## src/rtl/ex_issue_stage.sv

```systemverilog
// ID/EX pipeline register and operand-issue stage feeding the ALU.
// Optional feature macro: EX_FWD_EN (mem/wb operand bypass; undefined = stall until the register refresh lands).
module ex_issue_stage #(
  parameter int WIDTH    = 32,
  parameter int REG_BITS = 5
) (
  input  logic                clk,
  input  logic                rst_n,
  input  logic                id_valid,
  output logic                id_ready,
  input  logic [WIDTH-1:0]    id_pc,
  input  logic [WIDTH-1:0]    id_rs1_val,
  input  logic [WIDTH-1:0]    id_rs2_val,
  input  logic [WIDTH-1:0]    id_imm,
  input  logic [REG_BITS-1:0] id_rs1,
  input  logic [REG_BITS-1:0] id_rs2,
  input  logic [REG_BITS-1:0] id_rd,
  input  logic                id_asel,
  input  logic                id_bsel,
  input  logic [3:0]          id_alu_ctrl,
  input  logic                flush,
  input  logic                mem_wen,
  input  logic [REG_BITS-1:0] mem_rd,
  input  logic                mem_is_load,
  input  logic [WIDTH-1:0]    mem_result,
  input  logic                wb_wen,
  input  logic [REG_BITS-1:0] wb_rd,
  input  logic [WIDTH-1:0]    wb_result,
  input  logic                ex_ready,
  output logic                ex_valid,
  output logic [WIDTH-1:0]    alu_a,
  output logic [WIDTH-1:0]    alu_b,
  output logic [3:0]          alu_control,
  output logic [REG_BITS-1:0] ex_rd
);

  typedef struct packed {
    logic [WIDTH-1:0]    pc;
    logic [WIDTH-1:0]    rs1_val;
    logic [WIDTH-1:0]    rs2_val;
    logic [WIDTH-1:0]    imm;
    logic [REG_BITS-1:0] rs1;
    logic [REG_BITS-1:0] rs2;
    logic [REG_BITS-1:0] rd;
    logic                asel;
    logic                bsel;
    logic [3:0]          ctrl;
  } entry_t;

  entry_t entry_q, entry_d;
  logic   held_valid_q, held_valid_d;
  // lock_q: the op was presented but not consumed; operands are frozen until it leaves.
  logic   lock_q, lock_d;

  logic use_rs1, use_rs2;
  logic mem_hit1, mem_hit2, wb_hit1, wb_hit2;
  logic hazard, transfer, consume;
  logic [WIDTH-1:0] rs1_fwd, rs2_fwd;

  assign use_rs1  = !entry_q.asel;
  assign use_rs2  = !entry_q.bsel;
  assign mem_hit1 = mem_wen && (mem_rd == entry_q.rs1) && (entry_q.rs1 != '0);
  assign mem_hit2 = mem_wen && (mem_rd == entry_q.rs2) && (entry_q.rs2 != '0);
  assign wb_hit1  = wb_wen  && (wb_rd  == entry_q.rs1) && (entry_q.rs1 != '0);
  assign wb_hit2  = wb_wen  && (wb_rd  == entry_q.rs2) && (entry_q.rs2 != '0);

`ifdef EX_FWD_EN
  assign hazard  = held_valid_q && !lock_q && mem_is_load &&
                   ((use_rs1 && mem_hit1) || (use_rs2 && mem_hit2));
  assign rs1_fwd = lock_q ? entry_q.rs1_val :
                   (mem_hit1 && !mem_is_load) ? mem_result :
                   wb_hit1 ? wb_result : entry_q.rs1_val;
  assign rs2_fwd = lock_q ? entry_q.rs2_val :
                   (mem_hit2 && !mem_is_load) ? mem_result :
                   wb_hit2 ? wb_result : entry_q.rs2_val;
`else
  assign hazard  = held_valid_q && !lock_q &&
                   ((use_rs1 && (mem_hit1 || wb_hit1)) || (use_rs2 && (mem_hit2 || wb_hit2)));
  assign rs1_fwd = entry_q.rs1_val;
  assign rs2_fwd = entry_q.rs2_val;
`endif

  assign ex_valid    = held_valid_q && !hazard;
  assign id_ready    = !held_valid_q || (ex_valid && ex_ready);
  assign transfer    = id_valid && id_ready;
  assign consume     = ex_valid && ex_ready;
  assign alu_a       = entry_q.asel ? entry_q.pc  : rs1_fwd;
  assign alu_b       = entry_q.bsel ? entry_q.imm : rs2_fwd;
  assign alu_control = entry_q.ctrl;
  assign ex_rd       = entry_q.rd;

  always_comb begin
    // NOTE: every always_comb output gets a default first so no path can infer a latch.
    entry_d      = entry_q;
    held_valid_d = held_valid_q;
    lock_d       = lock_q;
    if (flush) begin
      held_valid_d = 1'b0;
      lock_d       = 1'b0;
    end else if (transfer) begin
      held_valid_d    = 1'b1;
      lock_d          = 1'b0;
      entry_d.pc      = id_pc;
      entry_d.imm     = id_imm;
      entry_d.rs1     = id_rs1;
      entry_d.rs2     = id_rs2;
      entry_d.rd      = id_rd;
      entry_d.asel    = id_asel;
      entry_d.bsel    = id_bsel;
      entry_d.ctrl    = id_alu_ctrl;
      // A writeback landing on this edge is not yet visible in the ID read values.
      entry_d.rs1_val = (wb_wen && wb_rd == id_rs1 && id_rs1 != '0) ? wb_result : id_rs1_val;
      entry_d.rs2_val = (wb_wen && wb_rd == id_rs2 && id_rs2 != '0) ? wb_result : id_rs2_val;
    end else if (consume) begin
      held_valid_d = 1'b0;
      lock_d       = 1'b0;
    end else if (held_valid_q && !lock_q) begin
      if (ex_valid) begin
        // Back-pressured: freeze the operands currently on the bus.
        lock_d          = 1'b1;
        entry_d.rs1_val = rs1_fwd;
        entry_d.rs2_val = rs2_fwd;
      end else begin
        if (wb_hit1) entry_d.rs1_val = wb_result;
        if (wb_hit2) entry_d.rs2_val = wb_result;
      end
    end
  end

  // NOTE: the datapath is reset too so alu_a/alu_b/alu_control/ex_rd read zero after reset.
  always_ff @(posedge clk) begin
    // NOTE: sequential state uses non-blocking assignments only.
    if (!rst_n) begin
      entry_q      <= '0;
      held_valid_q <= 1'b0;
      lock_q       <= 1'b0;
    end else begin
      entry_q      <= entry_d;
      held_valid_q <= held_valid_d;
      lock_q       <= lock_d;
    end
  end

endmodule

```

## config.mk

```make
export PLATFORM = sky130hd
export DESIGN_NAME = ex_issue_stage
export DESIGN_NICKNAME = d
export VERILOG_FILES = /design/src/rtl/ex_issue_stage.sv
export SDC_FILE = /design/constraint.sdc
export NUM_CORES = 1
export LEC_CHECK = 0
export CORE_MARGIN = 2
export CORE_UTILIZATION = 47
export DETAILED_ROUTE_END_ITERATION = 7
export PLACE_DENSITY = 0.92
export SLEW_MARGIN = 0
export SYNTH_ARGS = -nofsm -noshare
export SYNTH_HDL_FRONTEND = slang
export SYNTH_SLANG_ARGS = --single-unit
```

## constraint.sdc

```tcl
create_clock -name clk -period 6.8 [get_ports clk]
set_input_delay 1.36 -clock clk [delete_from_list [all_inputs] [get_ports clk]]
set_output_delay 1.36 -clock clk [all_outputs]
set_load 0.02 [all_outputs]
```

==> impl_metrics.yaml <==
status:
  status: "complete, no violations"
floorplanning:
  initial_utilization_pct: 47.84
  dieArea_sq_um: 17140
  ioPinCount: 306
  coreArea_sq_um: 15830
  die_w_microns: 130.9
  rows: 46
  die_y_microns: 130.9
logic_synthesis:
  netlist_instances: 734
  synth_area_leaders: "dfxtp_1 40%, mux2i_1 20%, mux2_2 9.5%"
  synth_top_area_cell: "dfxtp_1"
  ys_seq_elements: 151
  synth_top_cell_area_share_pct: 39.92
  yosysWarnings: 0
  ys.flop_type: "dfxtp_1"
  synth-edff-count: 0
  ys_async_sr_fraction_pct: 0
  synthDistinctLibCells: 36
  syn-num-nets: 965
  yosysSeqAreaShare_pct: 39.92
  synth_area_sq_um: 7572
  avgSynthCellArea_sq_um: 10.32
timing:
  hold_viol: 0
  finalClockSkew_ps: 8.842
  period_share_pct: 71.46
  worstMarginPinSlew_ps: 1067
  fin_crit_ps: 4860
  setup_tns_ps: 0
  relSlewSlack_pct: 28.74
  report.final.slew_viol_count: 0
  setup_viol: 0
  fmax_mhz: 205.8
  rsz0062_at_grt: "false"
global_route:
  grt_max_degree: 151
  grt-ovfl-total: 0
  grt_pass1_vias: 6326
  grt_use_met1_pct: 30.53
  met2_usage_pct: 45.99
  grt.busiest_layer: "met2"
  use_met3_pct: 7.573
  antenna_found_initial: 0
  grt_pass1_wl_mm: 34.27
  grt_usage_pct: 26.21
critical_path:
  reg2reg_slack_ps: 3390
  worstSetupEndpointType: "primary output"
  worst_setup_path_start_kind: "input port"
  worstSetupPathType: "in -> out"
  required_ps: 5440
  cp_max_fo: 4
  worstPathArrival_ps: 3500
drt:
  antenna_left: 0
  routedWlPerCell_microns: 19.40
  routed_wl_mm: 23.07
  viasPerCell: 5.405
  drc_errors: 0
  via_count: 6427
  drtIter0Drc: 396
  dr.pass1.iters: 4
placement:
  dpl.hpwl_mm: 15.88
  io_buffers: 272
  place_area_sq_um: 10230
  place.gp.congestion: 0.8486
cells_and_area:
  diodes: 0
  fin_nets: 1191
  drive_gt1_share_pct: 11.61
  area_delta_synth_final_pct: 43.46
  postLayoutCellArea_sq_um: 10860
flow_run:
  maxCapViolCount: 0
clock_network:
  cts_tree: "built"
  clk_pin_slew_worst_paths_ps: 60
  h-tree-depth: 4
  cts_num_sinks: 151
  cts_setup_buffers: 0
  post_cts_resized: 0
  cts_made_buffers: 17
  cts_root_buffer: "clkbuf_16"
  cts_buffer_depth: 2
  postCtsHoldBufs: 0
  clock_latency_ps: 420
power:
  leakage_nw: 4.231
  ir_drop_v: 0.0001821
  power.density_nw_per_um2: 228.0
worst_hold_path:
  min_path_type: "reg -> reg"
-- worst max-delay path, cell delays in order --
cell and delay (ps):
clkdlybuf4s50_1 610, xnor2_1 160, nand4_1 130, o22ai_1 300
a32oi_1 180, nand2_1 90, nand2_1 70, clkdlybuf4s50_1 590
-- synthesized netlist by cell type, types with 3 or more instances --
master and count:
a21oi_1 67, a21oi_2 3, buf_1 3, buf_2 6, buf_4 23, buf_6 8
clkbuf_1 31, dfxtp_1 151, mux2_2 64, mux2i_1 149, nand2_1 8, nand4_1 6
nor2_1 3, nor2b_1 86, nor3_1 5, o21ai_0 3, o31ai_1 64, xnor2_1 22
xor2_1 6
-- registers in the layout, summed over array words and instances (netlist names) --
name / count
alu_control: 4
entry_q: 76
ex_rd: 5
held_valid_q: 1
lock_q: 1
rs1_fwd: 32
rs2_fwd: 32
-- per-stage QoR --
stage	hold slack, ps	util [%]	setup slack (ps)	cells	total power, mW
2_1_floorplan	476.6	-	3020	734	1.242
3_3_place_gp	489.0	64.61	2042	1157	1.465
3_5_place_dp	499.8	64.61	2001	1157	1.474
4_1_cts	519.3	68.63	1968	1189	2.493
5_1_grt	537.7	68.63	1834	1189	2.570
6_report	514.7	68.63	1941	1189	2.477
-- cells in the final DEF, fill, tap and decap left out, drive strengths merged, types with 2 or more instances in the layout --
| master | count |
|---|---|
| o31ai | 64 |
| o22ai | 2 |
| inv | 5 |
| or2 | 2 |
| clkinv | 5 |
| nand2b | 2 |
| nor2 | 4 |
| nand3 | 2 |
| nand2 | 8 |
| nor2b | 86 |
| xor2 | 6 |
| xnor2 | 22 |
| dfxtp | 151 |
| buf | 8 |
| clkbuf | 19 |
| nor3 | 5 |
| o21ai | 3 |
| nand4 | 6 |
| bufinv | 4 |
| a21oi | 70 |
| and2 | 2 |
| clkdlybuf4s50 | 271 |
| a21o | 2 |
| mux2 | 64 |
| mux2i | 149 |
| and3 | 2 |
| nor4 | 2 |
-- layout make-up --
class | count | area [sq um]
clock inverter | 13 | 193.9
tap | 216 | 270.3
fill | 1192 | 4965
timing repair buffer | 279 | 2785
clock buffer | 19 | 442.9
sequential | 151 | 3025
multi-input combinational | 509 | 4138
inverter | 2 | 7.507
-- final timing paths --
path	start	end	depth (start not counted)
worst max-delay path	wb_rd[2]	id_ready	8
worst min-delay path	entry_q[24]	entry_q[24]	2
worst max register to register	entry_q[16]	rs1_fwd[8]	9
worst min register to register	entry_q[24]	entry_q[24]	2
-- layer usage --
layer	up-vias	wire length [microns]
met1	3036	9283
met3	39	1726
li1	3101	-
met4	0	632
met5	-	0
met2	251	11430
-- logic make-up after synthesis --
kind of cell | after synthesis | share of synthesized area, %
AO/OA/AOI/OAI | 145 | 12.16
XOR/XNOR | 28 | 3.239
buffers and inverters | 74 | 5.750
flip-flops | 151 | 39.92
AND/OR/NAND/NOR | 123 | 9.716
multiplexers | 213 | 29.21
-- power breakdown --
part / switching (mW) / internal [mW] / leakage [nW]
combinational: 0.209 / 0.273 / 2.68
clock: 0.389 / 0.630 / 0.309
sequential: 0.0391 / 0.937 / 1.24
(Power assumes the default switching activity.)
